## src/rtl/dcm_prog_pkg.sv

```systemverilog
// Shared types and constants for the DCM_CLKGEN dynamic M/D reprogramming sequencer.
package dcm_prog_pkg;

    typedef enum logic [3:0] {
        IDLE,
        LOAD_D,
        GAP1,
        LOAD_M,
        GAP2,
        GO,
        GO_GAP,
        WAIT_DONE,
        WAIT_LOCK
    } state_e;

    // Command prefixes, transmitted bit0 first ahead of the 8-bit value.
    localparam logic [1:0] CMD_LOADD   = 2'b01;
    localparam logic [1:0] CMD_LOADM   = 2'b11;
    localparam logic [7:0] RST_MULT_M1 = 8'd19;

    localparam logic [3:0] LOAD_BITS_M1 = 4'd9;
    localparam logic [3:0] GAP_BITS_M1  = 4'd1;

    function automatic logic [9:0] cmd_word(input logic [1:0] cmd, input logic [7:0] val);
        return {val, cmd};
    endfunction

endpackage

```

## src/rtl/dcm_prog_shifter.sv

```systemverilog
// 10-bit LSB-first shift register holding one LoadD/LoadM command word.
module dcm_prog_shifter (
    input  logic       clk,
    input  logic       reset,
    input  logic       load,
    input  logic [9:0] load_val,
    input  logic       shift_en,
    output logic       bit_out
);

    logic [9:0] sr_q;
    logic [9:0] sr_d;

    always_comb begin
        sr_d = sr_q;
        if (load) begin
            sr_d = load_val;
        end else if (shift_en) begin
            sr_d = {1'b0, sr_q[9:1]};
        end
    end

    always_ff @(posedge clk or negedge reset) begin
        if (!reset) begin
            sr_q <= '0;
        end else begin
            sr_q <= sr_d;
        end
    end

    assign bit_out = sr_q[0];

endmodule

```

## src/rtl/dcm_prog_ctrl.sv

```systemverilog
// Sequences LoadD, LoadM and GO on the DCM_CLKGEN PROG port, then waits for PROGDONE and LOCKED.
//   state     | meaning
//   IDLE      | waiting for start; range check on mult_m1
//   LOAD_D    | 10 bits: prefix 1,0 then div_m1 LSB first, prog_en=1
//   GAP1      | 2 idle bits
//   LOAD_M    | 10 bits: prefix 1,1 then mult_m1 LSB first, prog_en=1
//   GAP2      | 2 idle bits
//   GO        | GO bit (prog_en=1, data=0)
//   GO_GAP    | one idle bit after GO
//   WAIT_DONE | waiting for synced prog_done, timeout running
//   WAIT_LOCK | waiting for synced dcm_locked, timeout running
module dcm_prog_ctrl #(
    parameter int          PROG_DIV    = 4,
    parameter logic [7:0]  MAX_MULT_M1 = 8'd31,
    parameter logic [19:0] TIMEOUT     = 20'd1000000
) (
    input  logic       clk,
    input  logic       reset,
    input  logic       start,
    input  logic [7:0] mult_m1,
    input  logic [7:0] div_m1,
    output logic       busy,
    output logic       done,
    output logic       err,
    output logic [7:0] cur_mult_m1,
    output logic       prog_clk,
    output logic       prog_data,
    output logic       prog_en,
    input  logic       prog_done,
    input  logic       dcm_locked
);

    import dcm_prog_pkg::*;

    localparam logic [7:0] DIV_RELOAD = 8'(PROG_DIV - 1);

    state_e      state_q, state_d;
    logic [3:0]  bit_cnt_q, bit_cnt_d;
    logic [7:0]  div_cnt_q, div_cnt_d;
    logic [19:0] tmr_q, tmr_d;
    logic        prog_clk_q, prog_clk_d;
    logic        prog_data_q, prog_data_d;
    logic        prog_en_q, prog_en_d;
    logic        busy_q, busy_d;
    logic        done_q, done_d;
    logic        err_q, err_d;
    logic [7:0]  mult_q, mult_d;
    logic [7:0]  div_q, div_d;
    logic [7:0]  cur_mult_q, cur_mult_d;
    logic        pdone_meta_q, pdone_meta_d, pdone_sync_q, pdone_sync_d;
    logic        lock_meta_q, lock_meta_d, lock_sync_q, lock_sync_d;
    logic        fall;
    logic        sh_load, sh_shift, sh_bit;
    logic [9:0]  sh_val;

    dcm_prog_shifter u_shifter (
        .clk      (clk),
        .reset    (reset),
        .load     (sh_load),
        .load_val (sh_val),
        .shift_en (sh_shift),
        .bit_out  (sh_bit)
    );

    always_comb begin
        state_d      = state_q;
        bit_cnt_d    = bit_cnt_q;
        div_cnt_d    = div_cnt_q;
        tmr_d        = tmr_q;
        prog_clk_d   = prog_clk_q;
        prog_data_d  = prog_data_q;
        prog_en_d    = prog_en_q;
        busy_d       = busy_q;
        done_d       = 1'b0;
        err_d        = 1'b0;
        mult_d       = mult_q;
        div_d        = div_q;
        cur_mult_d   = cur_mult_q;
        pdone_meta_d = prog_done;
        pdone_sync_d = pdone_meta_q;
        lock_meta_d  = dcm_locked;
        lock_sync_d  = lock_meta_q;
        sh_load      = 1'b0;
        sh_shift     = 1'b0;
        sh_val       = cmd_word(CMD_LOADD, div_m1);
        fall         = 1'b0;

        if (div_cnt_q == 8'd0) begin
            div_cnt_d  = DIV_RELOAD;
            prog_clk_d = ~prog_clk_q;
            fall       = prog_clk_q;
        end else begin
            div_cnt_d = div_cnt_q - 8'd1;
        end

        if (tmr_q != 20'd0) begin
            tmr_d = tmr_q - 20'd1;
        end

        if (state_q == IDLE) begin
            if (start) begin
                if (mult_m1 == 8'd0 || mult_m1 > MAX_MULT_M1) begin
                    err_d = 1'b1;
                end else begin
                    mult_d    = mult_m1;
                    div_d     = div_m1;
                    busy_d    = 1'b1;
                    sh_load   = 1'b1;
                    bit_cnt_d = LOAD_BITS_M1;
                    state_d   = LOAD_D;
                end
            end
        end else if (fall) begin
            // Each state emits one wire bit per falling prog_clk; the last bit hands over.
            if (bit_cnt_q != 4'd0) begin
                bit_cnt_d = bit_cnt_q - 4'd1;
            end
            case (state_q)
                LOAD_D, LOAD_M: begin
                    prog_en_d   = 1'b1;
                    prog_data_d = sh_bit;
                    sh_shift    = 1'b1;
                    if (bit_cnt_q == 4'd0) begin
                        bit_cnt_d = GAP_BITS_M1;
                        if (state_q == LOAD_D) begin
                            state_d = GAP1;
                        end else begin
                            state_d = GAP2;
                        end
                    end
                end
                GAP1: begin
                    prog_en_d   = 1'b0;
                    prog_data_d = 1'b0;
                    if (bit_cnt_q == 4'd0) begin
                        bit_cnt_d = LOAD_BITS_M1;
                        sh_load   = 1'b1;
                        sh_val    = cmd_word(CMD_LOADM, mult_q);
                        state_d   = LOAD_M;
                    end
                end
                GAP2: begin
                    prog_en_d   = 1'b0;
                    prog_data_d = 1'b0;
                    if (bit_cnt_q == 4'd0) begin
                        bit_cnt_d = 4'd0;
                        state_d   = GO;
                    end
                end
                GO: begin
                    prog_en_d   = 1'b1;
                    prog_data_d = 1'b0;
                    state_d     = GO_GAP;
                end
                GO_GAP: begin
                    prog_en_d   = 1'b0;
                    prog_data_d = 1'b0;
                    tmr_d       = TIMEOUT - 20'd1;
                    state_d     = WAIT_DONE;
                end
                WAIT_DONE: begin
                    if (pdone_sync_q) begin
                        state_d = WAIT_LOCK;
                    end else if (tmr_q == 20'd0) begin
                        err_d     = 1'b1;
                        busy_d    = 1'b0;
                        prog_en_d = 1'b0;
                        state_d   = IDLE;
                    end
                end
                WAIT_LOCK: begin
                    if (lock_sync_q) begin
                        cur_mult_d = mult_q;
                        done_d     = 1'b1;
                        busy_d     = 1'b0;
                        state_d    = IDLE;
                    end else if (tmr_q == 20'd0) begin
                        err_d     = 1'b1;
                        busy_d    = 1'b0;
                        prog_en_d = 1'b0;
                        state_d   = IDLE;
                    end
                end
                default: state_d = IDLE;
            endcase
        end
    end

    always_ff @(posedge clk or negedge reset) begin
        if (!reset) begin
            state_q      <= IDLE;
            bit_cnt_q    <= 4'd0;
            div_cnt_q    <= 8'd0;
            tmr_q        <= 20'd0;
            prog_clk_q   <= 1'b0;
            prog_data_q  <= 1'b0;
            prog_en_q    <= 1'b0;
            busy_q       <= 1'b0;
            done_q       <= 1'b0;
            err_q        <= 1'b0;
            mult_q       <= 8'd0;
            div_q        <= 8'd0;
            cur_mult_q   <= RST_MULT_M1;
            pdone_meta_q <= 1'b0;
            pdone_sync_q <= 1'b0;
            lock_meta_q  <= 1'b0;
            lock_sync_q  <= 1'b0;
        end else begin
            state_q      <= state_d;
            bit_cnt_q    <= bit_cnt_d;
            div_cnt_q    <= div_cnt_d;
            tmr_q        <= tmr_d;
            prog_clk_q   <= prog_clk_d;
            prog_data_q  <= prog_data_d;
            prog_en_q    <= prog_en_d;
            busy_q       <= busy_d;
            done_q       <= done_d;
            err_q        <= err_d;
            mult_q       <= mult_d;
            div_q        <= div_d;
            cur_mult_q   <= cur_mult_d;
            pdone_meta_q <= pdone_meta_d;
            pdone_sync_q <= pdone_sync_d;
            lock_meta_q  <= lock_meta_d;
            lock_sync_q  <= lock_sync_d;
        end
    end

    assign busy        = busy_q;
    assign done        = done_q;
    assign err         = err_q;
    assign cur_mult_m1 = cur_mult_q;
    assign prog_clk    = prog_clk_q;
    assign prog_data   = prog_data_q;
    assign prog_en     = prog_en_q;

endmodule

```

## config.mk

```make
export PLATFORM = sky130hd
export DESIGN_NAME = dcm_prog_ctrl
export DESIGN_NICKNAME = d
export VERILOG_FILES = /design/src/rtl/dcm_prog_pkg.sv /design/src/rtl/dcm_prog_shifter.sv /design/src/rtl/dcm_prog_ctrl.sv
export SDC_FILE = /design/constraint.sdc
export NUM_CORES = 1
export LEC_CHECK = 0
export ABC_AREA = 1
export CORE_MARGIN = 1
export CORE_UTILIZATION = 55
export DETAILED_ROUTE_END_ITERATION = 10
export DONT_BUFFER_PORTS = 1
export PLACE_DENSITY_LB_ADDON = 0.2
export SLEW_MARGIN = 20
export SYNTH_ARGS = -nofsm -noshare
export SYNTH_HDL_FRONTEND = slang
export SYNTH_SLANG_ARGS = --single-unit
```

## constraint.sdc

```tcl
create_clock -name clk -period 2.9 [get_ports clk]
set_input_delay 0.58 -clock clk [delete_from_list [all_inputs] [get_ports clk]]
set_output_delay 0.58 -clock clk [all_outputs]
set_load 0.02 [all_outputs]
```

==> impl_metrics.csv, run 1 <==
group,metric,value,unit
logic_synthesis,ys_types,35,
route,drt_iter0_markers,165,
clock_network,cts_sinks,72,
clock_network,clk_pin_slew,80,ps
sta,final_max_slew_viol_count,0,
cells_and_area,area_delta_synth_final,7.84,%
logic_synthesis,yosys_most_used_dff,"dfrtp_1",
sta,setup_tns,0,ps
setup_path,critPathKind,"flop to flop",
clock_network,clk-insertion-delay-late,350,ps
logic_synthesis,synth_edf_count,0,
run,cap_violations,0,
power,clock_power_share,0.278,
power,p_total,3200,uW
sta,clock-skew-final,9.54,ps
place,dp_hpwl,5620,um
cells_and_area,final_nets,513,
sta,worst_slack,798,ps
status,run_status,"finished, final reports clean",
worst_hold_path,min_path_type,"input pin to asynchronous set/reset pin",
route,wl_per_cell,13.7,um
sta,setup_violations,0,
clock_network,numCtsBuffers,9,
route,first_pass_iters,5,
cells_and_area,register_area,1810,sq um
grt,grt_pass1_vias,3001,
setup_path,reg2reg_from,"tmr_q[0]",
logic_synthesis,synth_warnings,0,
clock_network,cts_tree,"built",
setup_path,start_kind,"flop",
sta,clock.fmax,476,MHz
power,intPower,2010,uW
logic_synthesis,syn_area,3800,sq um
floorplan,die-height,85.1,um
logic_synthesis,syn_avg_cell_area,7.92,sq um
grt,antenna_found_initial,0,
clock_network,htreeDepth,3,
route,dr_total_vias,3020,
cells_and_area,postLayoutCoreUtil,0.631,
floorplan,rows,29,
route,antenna_left,0,
setup_path,worstPathArrival,2340,ps
logic_synthesis,synth-seq-area-share,0.475,
sta,slew_headroom,0.650,
power,p_sw,1190,uW
logic_synthesis,synth_fp_nets,506,
setup_path,startpoint,"tmr_q[0]",
floorplan,placeableCoreArea,6490,sq um
power,pwr_density_cell,781,nW/um^2
floorplan,io_pins,35,
cells_and_area,n_fill_cell,552,
place,gp_congestion,0.891,
grt,grtUsageTotal,0.240,
place,io_buffers,0,
cells_and_area,drive_above_1_share,0.0976,
cells_and_area,antenna_cells,0,
logic_synthesis,synthCells,480,
sta,rsz0062_at_grt,"false",
setup_path,end_kind,"flop",
floorplan,initial_core_util,0.585,
sta,holdWs,61.3,ps
power,leakage,0.00209,uW
grt,grt_pass1_wl,13400,um
sta,finalCriticalPeriod,2100,ps
setup_path,worstPathMaxFanout,13,
grt,grt_overflow,0,
setup_path,worst-r2r-setup-slack,800,ps
setup_path,crit_required,3140,ps
cells_and_area,multi_input_area,1710,sq um
power,pwr-share-comb,0.271,
route,totalWireLength,7810,um
logic_synthesis,async_flop_share,1.00,
place,pre_cts_slack,839,ps
sta,min_period_over_period,0.725,
sta,worst_pin_slew,524,ps
power,seqPwrFrac,0.451,
route,drc,0,
floorplan,die_w,85.1,um
floorplan,die_area,7250,sq um
power,switching_share,0.370,
clock_network,cts_buffer_depth,2,
logic_synthesis,ys_ff_latch,72,
clock_network,root_buffer,"clkbuf_8",
grt,grt_max_degree,70,
power,vdd_drop_max,455,uV
route,vias_per_cell,5.31,
sta,finalHoldViolCount,0,
[power by group through the flow]
stage               logic (uW)  registers (uW)  clock network (uW)
global route               997            1470                 946
floorplan                  705            1410                   0
detailed placement         834            1460                   0
finish                     866            1440                 889
global placement           808            1450                   0
CTS                        866            1440                 909
[path summary, 6_finish.rpt]
check | endpoint | depth (start not counted)
setup / recovery | busy | 9
hold / removal | cur_mult_m1[4] | 0
setup reg to reg | busy | 9
hold reg to reg | lock_sync_q | 0
max in group asynchronous | u_shifter.sr_q[1] | 1
min in group clk | pdone_meta_q | 0
[sequential cells by signal, summed over array words and instances, names as in the netlist]
signal	flops
tmr_q	20
u_shifter.sr_q	10
cur_mult_m1	8
div_cnt_q	8
mult_q	8
bit_cnt_q	4
state_q	4
busy	1
done	1
err	1
lock_meta_q	1
lock_sync_q	1
pdone_meta_q	1
pdone_sync_q	1
prog_clk	1
prog_data	1
prog_en	1
[area by class of cell]
cell class | instances | share of cell area
clock buffers | 9 | 0.0302
clock inverters | 7 | 0.0244
inverters | 62 | 0.0571
multi-input cells | 341 | 0.417
flip-flops and latches | 72 | 0.441
well taps | 77 | 0.0235
repair buffers | 1 | 0.00672
[cells by family (layout without fill, tap and decap cells)]
| kind of cell | Yosys count | after routing | synth area share |
|---|---|---|---|
| flip-flops | 72 | 72 | 0.475 |
| XOR/XNOR | 12 | 12 | 0.0277 |
| adder cells (fa/ha/maj) | 5 | 5 | 0.0165 |
| buffers and inverters | 67 | 79 | 0.0747 |
| AO/OA/AOI/OAI | 66 | 66 | 0.0922 |
| AND/OR/NAND/NOR | 258 | 258 | 0.314 |
[critical path, stage by stage, from the launching register on]
cell and delay, ps:
dfrtp_1 380, clkinv_1 130, ha_1 190, nand2_1 110
nor2_2 300, nand3_1 450, o211ai_1 230, nand2_1 70
nand2_1 70, nand2_1 50
[through the flow]
step / cells / area [sq um]
3_3_place_gp: 552 / 3850
6_report: 569 / 4100
2_1_floorplan: 480 / 3800
3_5_place_dp: 552 / 3850
5_1_grt: 569 / 4100
4_1_cts: 569 / 4100
[synth_stat cells (3+ instances only)]
library cell / number / area [sq um]
nand2_4: 4 / 45.0
a21oi_1: 12 / 60.1
inv_2: 7 / 26.3
nor2_1: 80 / 300
nor2_8: 3 / 60.1
nand2_1: 108 / 405
nor3_1: 10 / 50.1
dfstp_2: 3 / 78.8
inv_1: 53 / 199
xnor2_1: 3 / 26.3
xor2_1: 9 / 78.8
dfrtp_1: 69 / 1730
buf_6: 4 / 45.0
o21ai_0: 33 / 165
o211ai_1: 3 / 22.5
nand3_1: 34 / 170
nand4_1: 5 / 31.3
nor2_2: 5 / 31.3
ha_1: 5 / 62.6
o21ai_1: 13 / 65.1
[repair_timing]
action                                 in CTS  in global routing
setup endpoints to repair                   0                  0
endpoints found under the hold margin      69                  0
setup buffers                               0                  0
hold buffers                                1                  0
gates resized for setup                     0                  0
[cells in the final DEF, fill, tap and decap left out, types with 10 or more instances in the layout]
master / count
a21oi_1: 12
dfrtp_1: 69
inv_1: 53
nand2_1: 108
nand3_1: 34
nor2_1: 80
nor3_1: 10
o21ai_0: 33
o21ai_1: 13
[routing by layer]
metal,wire [um],GRT usage
met1,3650,0.311
met2,3720,0.390
met3,326,0.0603
met4,111,0.0940
met5,0,0
Power figures use the tool's default switching activity.
==> inputs of run 2 (changes only) <==
==> constraint.sdc (replaced) <==
create_clock -name clk -period 2 [get_ports clk]
set_input_delay 0.4 -clock clk [delete_from_list [all_inputs] [get_ports clk]]
set_output_delay 0.4 -clock clk [all_outputs]
set_load 0.02 [all_outputs]
==> run 2 against run 1 <==
  * The flow now finishes with violations (negative hold slack)
  * Flip-flop and latch count did not move
  * Fmax rose by 16%
  * Highest routed layer unchanged
  * Critical path type unchanged
  * Via count rose by 3.2%
  * Critical endpoint is now tmr_q[12]
  * Sequential power rose by 46%
==> impl_metrics.csv, run 2 (synthesis results as in run 1) <==
group,metric,value,unit
power,leakage,0.00211,uW
setup_path,crit_required,2220,ps
sta,worst_slack,194,ps
cells_and_area,top_regs,"tmr_q: 20 flops, u_shifter.sr_q: 10 flops",
power,vdd_drop_max,538,uV
clock_network,cts_buffer_depth,2,
cells_and_area,instances_no_fill,578,
setup_path,worst-r2r-setup-slack,190,ps
cells_and_area,n_fill_cell,575,
place,io_buffers,0,
cells_and_area,largest_reg_flops,20,
floorplan,io_pins,35,
cells_and_area,area_delta_synth_final,9.12,%
place,pre_cts_slack,96.9,ps
grt,grt_max_degree,73,
setup_path,worstPathMaxFanout,9,
grt,grt_pass1_wl,13800,um
route,antenna_left,0,
floorplan,rows,29,
setup_path,ff2ff_path_depth,9,
status,violations,"negative hold slack",
sta,clock.fmax,554,MHz
grt,grtUsageTotal,0.243,
cells_and_area,antenna_cells,0,
status,run_status,"complete, but fails checks",
setup_path,worstReg2RegEnd,"tmr_q[12]",
floorplan,placeableCoreArea,6490,sq um
setup_path,reg2reg_from,"div_cnt_q[0]",
cells_and_area,layout_commonest_cell,"nand2_1",
worst_hold_path,min_path_type,"input pin to asynchronous set/reset pin",
clock_network,clk-insertion-delay-late,350,ps
route,vias_per_cell,5.39,
place,gp_congestion,0.885,
power,pwr_density_cell,1110,nW/um^2
setup_path,worstPathArrival,2020,ps
clock_network,cts_tree,"built",
clock_network,post_cts_buffers,0,
floorplan,die_w,85.1,um
sta,min_period_over_period,0.903,
setup_path,end_kind,"flop",
route,drt_iter0_markers,162,
cells_and_area,register_area,1810,sq um
route,first_pass_iters,6,
clock_network,htreeDepth,3,
run,cap_violations,0,
grt,antenna_found_initial,0,
place,place_inst,562,
place,placed_cell_area,3920,sq um
sta,finalHoldViolCount,72,
cells_and_area,multi_input_area,1720,sq um
cells_and_area,drive_above_1_share,0.120,
clock_network,root_buffer,"clkbuf_8",
route,dr_total_vias,3118,
clock_network,numCtsBuffers,9,
sta,setup_violations,0,
clock_network,clk_pin_slew,80,ps
cells_and_area,regMostFlops,"tmr_q",
route,wl_per_cell,13.8,um
cells_and_area,stdcell_area,4150,sq um
sta,worst_pin_slew,315,ps
floorplan,die-height,85.1,um
cells_and_area,final_nets,522,
clock_network,cts_sinks,72,
cells_and_area,postLayoutCoreUtil,0.638,
grt,grt_overflow,0,
route,totalWireLength,7970,um
cells_and_area,mostFrequentLayoutCells,"nand2_1 (106), nor2_1 (80), dfrtp_1 (69)",
sta,finalCriticalPeriod,1810,ps
sta,holdWs,-257,ps
route,drc,0,
sta,final_max_slew_viol_count,0,
place,dp_hpwl,5770,um
grt,grt_pass1_vias,3101,
setup_path,start_kind,"flop",
floorplan,initial_core_util,0.585,
floorplan,die_area,7250,sq um
sta,clock-skew-final,11.6,ps
setup_path,critPathKind,"flop to flop",
sta,rsz0062_at_grt,"true",
sta,slew_headroom,0.789,
sta,setup_tns,0,ps
## run 2: area by class of cell
class,count,share of cell area
flip-flops and latches,72,0.435
clock buffers,9,0.0299
clock inverters,7,0.0232
repair buffers,10,0.0181
well taps,77,0.0232
inverters,62,0.0564
multi-input cells,341,0.414
## run 2: layer usage
layer,routed length [um],vias to the layer above,part of all wire,track usage
li1,-,1571,-,-
met1,3520,1485,0.44,0.299
met2,4050,51,0.51,0.420
met3,305,11,0.038,0.0584
met4,95,0,0.012,0.0817
met5,0,-,0,0
## run 2: power by group
part	switching [uW]	internal (uW)	total (uW)	leakage, uW
clock network	563	701	1260	0.000101
registers	321	1780	2100	0.000874
logic	816	444	1260	0.00114
## run 2: timing repair
action / in CTS / in global routing
endpoints found under the hold margin: 72 / 72
endpoints found under the setup margin: 0 / 9
gates resized for setup: 0 / 3
## run 2: worst max-delay path by stage
stage / to / start / slack [ps]
floorplan: tmr_q[13] / div_cnt_q[0] / 370
global placement: state_q[1] / state_q[2] / 140
detailed placement: state_q[1] / state_q[2] / 100
CTS: state_q[1] / state_q[2] / 80
global route: state_q[1] / div_cnt_q[0] / -3
finish: tmr_q[12] / div_cnt_q[0] / 190
## run 2: critical path, cell delays in order, from the launching register on
cell and delay [ps]:
dfrtp_1 390, inv_1 80, ha_1 200, nand2_2 140, nor2_8 200, nand2_4 130
nor2_8 160, inv_2 70, nor2_1 220, nor2_1 90
## run 2: per-stage QoR
step	hold slack (ps)	total power (uW)
5_1_grt	-287	4930
3_3_place_gp	106	3310
4_1_cts	-274	4640
3_5_place_dp	107	3350
6_report	-257	4620
2_1_floorplan	104	3070
